File: src/rtl/logic_unit_pipe.sv
// Two-stage pipelined bitwise logic unit. An internal accumulator can stand in for
// operand B, and the output stage carries registered zero/parity/popcount flags.
module logic_unit_pipe #(
  parameter int WIDTH = 16,
  localparam int CW = $clog2(WIDTH + 1)
) (
  input  logic             clk,
  input  logic             rst_n,
  input  logic             in_valid,
  output logic             in_ready,
  input  logic [2:0]       op,
  input  logic [WIDTH-1:0] A,
  input  logic [WIDTH-1:0] B,
  input  logic             use_acc,
  input  logic             acc_clr,
  output logic             out_valid,
  input  logic             out_ready,
  output logic [WIDTH-1:0] out,
  output logic             zero,
  output logic             parity,
  output logic [CW-1:0]    ones
);

  typedef enum logic [2:0] {
    OP_NOT  = 3'd0,
    OP_AND  = 3'd1,
    OP_OR   = 3'd2,
    OP_XOR  = 3'd3,
    OP_NAND = 3'd4,
    OP_NOR  = 3'd5,
    OP_XNOR = 3'd6,
    OP_PASS = 3'd7
  } op_e;

  logic             s1_valid_q, s1_valid_d;
  logic [WIDTH-1:0] s1_res_q, s1_res_d;
  logic             out_valid_q, out_valid_d;
  logic [WIDTH-1:0] out_q, out_d;
  logic             zero_q, zero_d;
  logic             parity_q, parity_d;
  logic [CW-1:0]    ones_q, ones_d;
  logic [WIDTH-1:0] acc_q, acc_d;

  logic             s2_adv, s1_adv, in_fire;
  logic [WIDTH-1:0] b_x, res;
  logic [CW-1:0]    pop;

  assign s2_adv   = !out_valid_q || out_ready;
  assign s1_adv   = !s1_valid_q || s2_adv;
  assign in_ready = s1_adv;
  assign in_fire  = in_valid && s1_adv;

  always_comb begin
    b_x = use_acc ? acc_q : B;
    case (op)
      OP_NOT:  res = ~A;
      OP_AND:  res = A & b_x;
      OP_OR:   res = A | b_x;
      OP_XOR:  res = A ^ b_x;
      OP_NAND: res = ~(A & b_x);
      OP_NOR:  res = ~(A | b_x);
      OP_XNOR: res = ~(A ^ b_x);
      default: res = A;
    endcase
  end

  // Flags are derived from the S1 result so that S2 holds them as plain registers.
  always_comb begin
    pop = '0;
    for (int i = 0; i < WIDTH; i++) begin
      pop = pop + CW'(s1_res_q[i]);
    end
  end

  always_comb begin
    s1_valid_d  = s1_valid_q;
    s1_res_d    = s1_res_q;
    out_valid_d = out_valid_q;
    out_d       = out_q;
    zero_d      = zero_q;
    parity_d    = parity_q;
    ones_d      = ones_q;
    acc_d       = acc_q;

    if (s1_adv) begin
      s1_valid_d = in_valid;
      if (in_fire) begin
        s1_res_d = res;
      end
    end

    if (s2_adv) begin
      out_valid_d = s1_valid_q;
      if (s1_valid_q) begin
        out_d    = s1_res_q;
        zero_d   = (pop == '0);
        parity_d = ^s1_res_q;
        ones_d   = pop;
      end
    end

    // Clear wins over the update; a same-cycle transfer already used the old value.
    if (acc_clr) begin
      acc_d = '0;
    end else if (in_fire) begin
      acc_d = res;
    end
  end

  always_ff @(posedge clk) begin
    if (!rst_n) begin
      s1_valid_q  <= 1'b0;
      s1_res_q    <= '0;
      out_valid_q <= 1'b0;
      out_q       <= '0;
      zero_q      <= 1'b0;
      parity_q    <= 1'b0;
      ones_q      <= '0;
      acc_q       <= '0;
    end else begin
      s1_valid_q  <= s1_valid_d;
      s1_res_q    <= s1_res_d;
      out_valid_q <= out_valid_d;
      out_q       <= out_d;
      zero_q      <= zero_d;
      parity_q    <= parity_d;
      ones_q      <= ones_d;
      acc_q       <= acc_d;
    end
  end

  assign out_valid = out_valid_q;
  assign out       = out_q;
  assign zero      = zero_q;
  assign parity    = parity_q;
  assign ones      = ones_q;

endmodule

File: config.mk
export PLATFORM = sky130hd
export DESIGN_NAME = logic_unit_pipe
export DESIGN_NICKNAME = d
export VERILOG_FILES = /design/src/rtl/logic_unit_pipe.sv
export SDC_FILE = /design/constraint.sdc
export NUM_CORES = 1
export LEC_CHECK = 0
export ABC_AREA = 0
export CAP_MARGIN = 25
export CORE_MARGIN = 10
export CORE_UTILIZATION = 40
export CTS_CLUSTER_SIZE = 40
export DETAILED_ROUTE_END_ITERATION = 16
export PLACE_DENSITY = 0.74
export SKIP_LAST_GASP = 1
export SYNTH_ARGS = -nofsm -noshare
export SYNTH_HDL_FRONTEND = slang
export SYNTH_SLANG_ARGS = --single-unit
File: constraint.sdc
create_clock -name clk -period 4.3 [get_ports clk]
set_clock_uncertainty 0.1 [all_clocks]
set_input_delay 0.645 -clock clk [delete_from_list [all_inputs] [get_ports clk]]
set_output_delay 0.645 -clock clk [all_outputs]
set_load 0.02 [all_outputs]
After elaboration in Yosys (flattened, before gate mapping) --
Cells that the tools add are included.
Word-level totals: logic and storage cells 50, register bits 57, output and inout bits 25, bits of input ports 41
Operators by class: add/subtract/negate cells 15, reduce and logical (&&, ||, !) cells 11, bitwise operators 8, muxes and demuxes 2, equality and inequality tests 6
Operators by type and width (count):
- $pmux W16 S7 | 1
- $not A16 Y16 | 4
- $add A5 B1 Y5 | 11
- $and A16 B16 Y16 | 1
- $mux W16 | 1
- $or A16 B16 Y16 | 1
- $reduce_xor A16 Y1 | 1
- $xor A16 B16 Y16 | 1
- $eq A3 B3 Y1 const B | 3
- $eq A3 B2 Y1 const B | 2
- $add A4 B1 Y5 | 1
- $logic_not A5 Y1 | 1
- $add A3 B1 Y4 | 1
- $reduce_and A2 Y1 | 2
- $add A2 B1 Y3 | 1
- $eq A3 B1 Y1 const B | 1
- $logic_not A3 Y1 | 1
- $add A1 B1 Y2 | 1
- $logic_not A1 Y1 | 2
- $logic_or A1 B1 Y1 | 2
- $reduce_or A2 Y1 | 1
- $logic_and A1 B1 Y1 | 1
- $not A1 Y1 | 1

Longest topological paths before layout --
depth after elaboration 16, mapped depth 14, mapped depth without buffers 14

Worst setup path before layout --
No wires, ideal clock.
kind register to register, from reg s1_res_q[0], to reg zero_q, in the netlist zero, cell stages (with the launch flop) 15, setup time 0.065 ns, path buffers 0, slack 0.498 ns, data required time 4.135 ns, data arrival time 3.637 ns, period minus slack after synthesis 3.802 ns, cell sequence dfxtp_1 > inv_1 > fa_1 > fa_1 > fa_1 > fa_1 > inv_1 > ha_1 > inv_1 > fa_1 > nor2b_1 > a22oi_1 > nor4b_1 > a22oi_1 > nor2b_1
On the way: word-level cells in the longest chain between the ends 16
RTL lines:
- from (decl) | line 36 | logic [WIDTH-1:0] s1_res_q, s1_res_d;
- from (signal assigned) | line 122 | s1_res_q <= s1_res_d;
- $add A1 B1 Y2 | line 71 | pop = pop + CW'(s1_res_q[i]);
- $add A2 B1 Y3 | line 71
- $add A3 B1 Y4 | line 71
- $add A4 B1 Y5 | line 71
- $add A5 B1 Y5 (11 in series) | line 71
- $logic_not A5 Y1 | line 96 | zero_d = (pop == '0);
- to (signal assigned) | line 125 | zero_q <= zero_d;
- to (decl) | line 39 | logic zero_q, zero_d;
Every way passes these cells. A chain may end at the register's enable or synchronous reset.

Worst setup path after layout --
Ends and elaborated chain as after synthesis.

==> results.ini <==
[sta]
rsz0062_at_grt = no
setup_viol = 0
relSlewSlack_pct = 36.4
period_share_pct = 94.1
fmax_mhz = 247
hold_violations = 0
fin_tns_setup_ps = 0
tightest_slew_ps = 954
slew_viol_final = 0
period_needed_ps = 4050

[run_status]
status = finished clean

[routing]
wl_mm = 10.9
firstDrtPassIters = 4
drt-initial-drc-count = 179
vias_per_cell = 5.11
wl_per_cell_um = 16.4
antenna_left = 0
via_count = 3401
drc_errors = 0

[floorplanning]
core.rowCount = 37
initial_core_util_pct = 41.2
ios = 66
die_h_um = 123
die-area_um2 = 15100
core_um2 = 10300
die_w_um = 123

[cts]
root_buffer = clkbuf_8
clkSinkCount = 57
path_clk_slew_ps = 70
tritoncts = built
insertion_delay_ps = 350
htreeDepth = 3
postCtsHoldBufs = 0
clock_path_buffers = 2
numCtsBuffers = 9

[synth]
synth_top_area_cell = dfxtp_1
synth_cell_types = 37
ys_ff_latch = 57
synthAdderAreaFrac_pct = 15.9
synth_nets = 562
syn_area_per_cell_um2 = 8.99
synth_xor_area_share_pct = 3.09
synth-edff-count = 0
synth-seq-area-share_pct = 26.8
yosysTopAreaCellShare_pct = 26.8
synth_compound_area_share_pct = 14.7
synthFlopType = dfxtp_1
postSynthCellCount = 473
synth-simple-area-share_pct = 15.2
async_flop_share_pct = 0
netlist_area_um2 = 4250
synth_area_leaders = dfxtp_1, mux2i_1, ha_1
muxShareOfSynthArea_pct = 15.1
synth_top_family_by_area = adder cells
synth_warnings = 0

[global_routing]
grt_max_degree = 34
grt_pass1_vias = 3595
antenna_found_initial = 0
grt_first_pass_wirelength_mm = 17.9
grt_overflow = 0
track_usage_pct = 14.6

[power_and_ir_drop]
power_leakage_nw = 2.32
finalPower_w = 0.00169
power_density_nw_per_um2 = 328
ir_worst_vdd_v = 0.000159

[place]
dpl.hpwl_mm = 8.05
numPortBuffers = 65
gp_congestion = 0.843

[job]
cap_viol_max_count = 0

[worst_setup_path]
required_ps = 4480
path_class = reg -> reg
worstSetupStartpointType = flop
end_kind = flop
path_max_fanout = 3
arrival_ps = 4220

[final_layout]
final_net_count = 613
fillCellCount = 962
drive_gt1_share_pct = 8.13
multi_input_area_um2 = 2730
final-seq-area_um2 = 1140
num_antenna_cells = 0
syn_to_final_growth_pct = 21.0

[min_path]
hp-class = reg -> reg

==> flip-flops by register name, summed over array words and instances, names as in the netlist <==
name / cells
out: 16
out_valid: 1
acc_q: 16
s1_valid_q: 1
zero: 1
s1_res_q: 16
ones: 5
parity: 1
==> layer usage <==
| metal | routed length [um] | global-route usage (%) | vias to the layer above |
|---|---|---|---|
| li1 | - | - | 1686 |
| met1 | 5090 | 17.9 | 1640 |
| met2 | 5370 | 25.3 | 62 |
| met3 | 319 | 2.37 | 13 |
| met4 | 146 | 5.24 | 0 |
| met5 | 0 | 0 | - |
==> final timing paths <==
check / startpoint / endpoint / slack, ps / depth (start not counted)
min reg2reg: out[2] / out[2] / 370 / 2
max: s1_res_q[0] / zero / 250 / 14
min: out[2] / out[2] / 370 / 2
max reg2reg: s1_res_q[0] / zero / 250 / 14
==> cell type report <==
class	instances	share of cell area [%]
flip-flops and latches	57	22.2
well taps	136	3.31
clock inverters	6	1.34
repair buffers	71	13.4
inverters	58	4.23
multi-input cells	327	53.0
clock buffers	10	2.48
==> critical path: stages, from the launching register on <==
cell and delay [ps]:
dfxtp_1 350, inv_1 80, fa_1 570, fa_1 450, fa_1 530, fa_1 400, inv_1 60, ha_1 150
inv_1 50, fa_1 400, nor2b_2 190, a22oi_1 110, nor4b_2 270, a22oi_1 120, nor2b_1 150
==> through the flow <==
stage                     instance area [um2]  util (%)  setup slack [ps]  cells  hold slack [ps]
after CTS                                5130      49.7               183    665              374
after global routing                     5140      49.8              14.8    665              402
after detailed placement                 4940      47.8               219    649              364
after global placement                   4940      47.8               336    649              356
final                                    5140      49.8               252    665              371
after floorplan                          4250         -               498    473              341
==> cell families after synthesis <==
logic type / after synthesis
and+or+nand+nor: 108
AOI/OAI and AO/OA: 92
buffers and inverters: 89
muxes: 64
DFF: 57
adders and majority gates: 48
xor gates and xnor gates: 15
==> cell usage in the layout (no fill, tap or decap), types with 2 or more instances in the layout <==
cell type        count
a21oi_1             17
nand2b_1             3
nor2_1              16
nor4_1               2
clkdlybuf4s50_1     64
xor2_1               2
nand2_1             40
buf_4                6
o21a_1              33
inv_1               58
ha_1                38
clkinvlp_4           4
a21boi_0            18
a22oi_1              2
nor2b_1              5
o22ai_1             16
and2_1              19
mux2i_1             64
nor4_2              14
clkbuf_8             9
dfxtp_1             57
o21ai_0              2
xnor2_1             13
fa_1                10
==> power breakdown <==
part           switching [W]  internal [W]  leakage, nW
Sequential         0.0000259      0.000565        0.466
Clock               0.000235      0.000268       0.0847
Combinational       0.000312      0.000284         1.77
Total               0.000572       0.00112         2.32
==> what timing repair did <==
| item | 4_1_cts | 5_1_grt |
|---|---|---|
| resized for setup | 0 | 2 |
| endpoints found under the setup margin | 0 | 1 |
| buffers inserted | 0 | 0 |
==> cells in the mapped netlist, types with 2 or more instances <==
library cell and instances:
a21boi_0 18, a21oi_1 17, a22oi_1 2, and2_1 19, buf_1 2, buf_2 12
buf_4 5, buf_6 3, clkbuf_1 9, dfxtp_1 57, fa_1 10, ha_1 38
inv_1 58, mux2i_1 64, nand2_1 40, nand2b_1 3, nor2_1 16, nor2b_1 6
nor4_1 2, nor4_2 14, o21a_1 33, o21ai_0 2, o22ai_1 16, xnor2_1 13
xor2_1 2
Note: power is estimated with default switching activity, not from simulation.
==> edit: new RTL, same flow settings <==
Set the parameter `WIDTH` to 8 (it was 16).
--- a/src/rtl/logic_unit_pipe.sv
+++ b/src/rtl/logic_unit_pipe.sv
@@ -1,7 +1,7 @@
 // Two-stage pipelined bitwise logic unit. An internal accumulator can stand in for
 // operand B, and the output stage carries registered zero/parity/popcount flags.
 module logic_unit_pipe #(
-  parameter int WIDTH = 16,
+  parameter int WIDTH = 8,
   localparam int CW = $clog2(WIDTH + 1)
 ) (
   input  logic             clk,
Ports: changed (resized A, B, ones and out); port bits go from 66 to 41. No check against the original RTL was run, so the function may have changed too.
==> edit against the original RTL <==
  * Sequential share of layout area about the same
  * Die area is 38% lower
  * Worst setup slack better by 0.74 ns
  * Wire length decreased by 52%
  * Power is 50% lower
  * Core utilization down 0.42 points
  * Cell area is 44% lower
  * Sequential cell count decreased by 25
  * Synthesized area fell by 44%
==> edit: results (changes against the original RTL) <==
[detailed_routing]
wl_met1_mm=2.60  ; -49%
dr_wl_met3_um=256  ; -20%
dr_wl_met2_mm=2.39  ; -56%
routed.top_layer=met4
dr.first_iter.drc_count=85  ; -53%
detail_route.wl_per_cell_um=13.6  ; -17%
first_pass_iters=4  ; unchanged
via_count=1944  ; -43%

[cells_and_area]
nFillCells=561  ; -42%
drive_above_1_share_pct=5.13  ; -3.0 points
diodes=0  ; unchanged
nets=360  ; -41%

[global_routing]
grt_pass1_wl_mm=9.19  ; -49%
gr-total-overflow=0  ; unchanged
antenna_found_initial=0  ; unchanged
grtUsageTotal_pct=11.1  ; -3.5 points
grt_max_degree=31  ; -8.8%

[power]
irDropWorstVdd_mv=0.202  ; +27%
leakage_nw=1.22  ; -47%

[yosys]
synth_cell_type_count=41  ; +11%
yosysSeqAreaShare_pct=26.8  ; -0.027 points
synth.net_count=330  ; -41%
async_flop_share_pct=0  ; unchanged
ys_warn_count=0  ; unchanged
synth_common_cells=dfxtp_1, nand2_1, inv_1
synth.area.top_cells=dfxtp_1, ha_1, mux2i_1, nand2_1, inv_1

[timing]
max-slew-margin-rel_pct=47.0  ; +11 points

[place]
dp_hpwl_mm=4.08  ; -49%
pre_cts_slack_ns=0.984  ; +0.766 ns
gp_congestion=0.804  ; -4.6%
io_buffers=40  ; -38%

[cts]
htree_levels=2  ; -1
cts_made_buffers=5  ; -4
clk_latency_ns=0.29  ; -0.06 ns
ctsResizeCount=0  ; unchanged
cts_root_buf=clkbuf_8
cts.clk_slew.worst_paths_ns=0.07  ; about the same
clk_path_buf_depth=2  ; unchanged
cts_setup_buffers=0  ; unchanged

[worst_setup_path]
worstRegToRegCells=12  ; -2
crit_path_max_fanout=4  ; +1

[hold_path]
hold_path_class=reg2reg
hold_depth=2  ; unchanged

[run_status]
status=complete, no violations

## edit: cell types whose count changed in the layout (fill, tap and decap cells not counted), moves of 10 or more
cell,unedited run,this run
nand3_1,1,11
o21a_1,33,10
nor4_2,14,0
o22ai_1,16,0
a21boi_0,18,4
mux2i_1,64,15
clkdlybuf4s50_1,64,40
a21oi_1,17,2
inv_1,58,28
ha_1,38,20
a21boi_1,0,10
dfxtp_1,57,32
## edit: final timing paths
kind               start  endpoint  slack, ns
max          s1_res_q[0]      zero       0.99
min              ones[3]   ones[3]       0.35
max reg2reg  s1_res_q[0]      zero       0.99
min reg2reg      ones[3]   ones[3]       0.35
## edit: through the flow
stage | instance area (um^2) | instances
after global routing | 2890 | 387
final | 2890 | 387
after detailed placement | 2780 | 379
after floorplan | 2390 | 281
after global placement | 2780 | 379
after CTS | 2890 | 387
## edit: worst max-delay path, stage by stage (launching register included)
cell and delay, ns:
dfxtp_1 0.36, fa_1 0.54, inv_1 0.05, fa_1 0.49
fa_1 0.41, inv_1 0.07, ha_1 0.17, inv_1 0.06
fa_1 0.37, nand2b_1 0.16, o21ai_0 0.19, nand4b_1 0.12
a21boi_1 0.16
## edit: area by class of cell
type | count | area share, %
clock inverters | 3 | 1.47
repair buffers | 42 | 14.4
flip-flops and latches | 32 | 22.2
clock buffers | 5 | 2.38
well taps | 75 | 3.25
multi-input cells | 202 | 52.7
inverters | 28 | 3.64
## edit: logic make-up (layout without fill, tap and decap cells)
kind of cell,after synthesis,after routing,share of synthesized area (%)
AO/OA/AOI/OAI,61,61,20.1
AND/OR/NAND/NOR,93,93,20.0
flip-flops,32,32,26.8
multiplexers,18,18,7.70
XOR/XNOR,6,6,2.20
adder cells (fa/ha/maj),24,24,13.8
buffers and inverters,47,78,9.38
## edit: power breakdown
group          internal [W]  switching [W]
logic              0.000112       0.000119
clock network      0.000171       0.000114
registers          0.000314      0.0000133
## edit: layer usage
| metal | GRT usage [%] | vias up |
|---|---|---|
| met3 | 3.41 | 4 |
| met1 | 14.3 | 883 |
| li1 | - | 1018 |
| met5 | 0 | - |
| met4 | 2.68 | 0 |
| met2 | 17.5 | 39 |
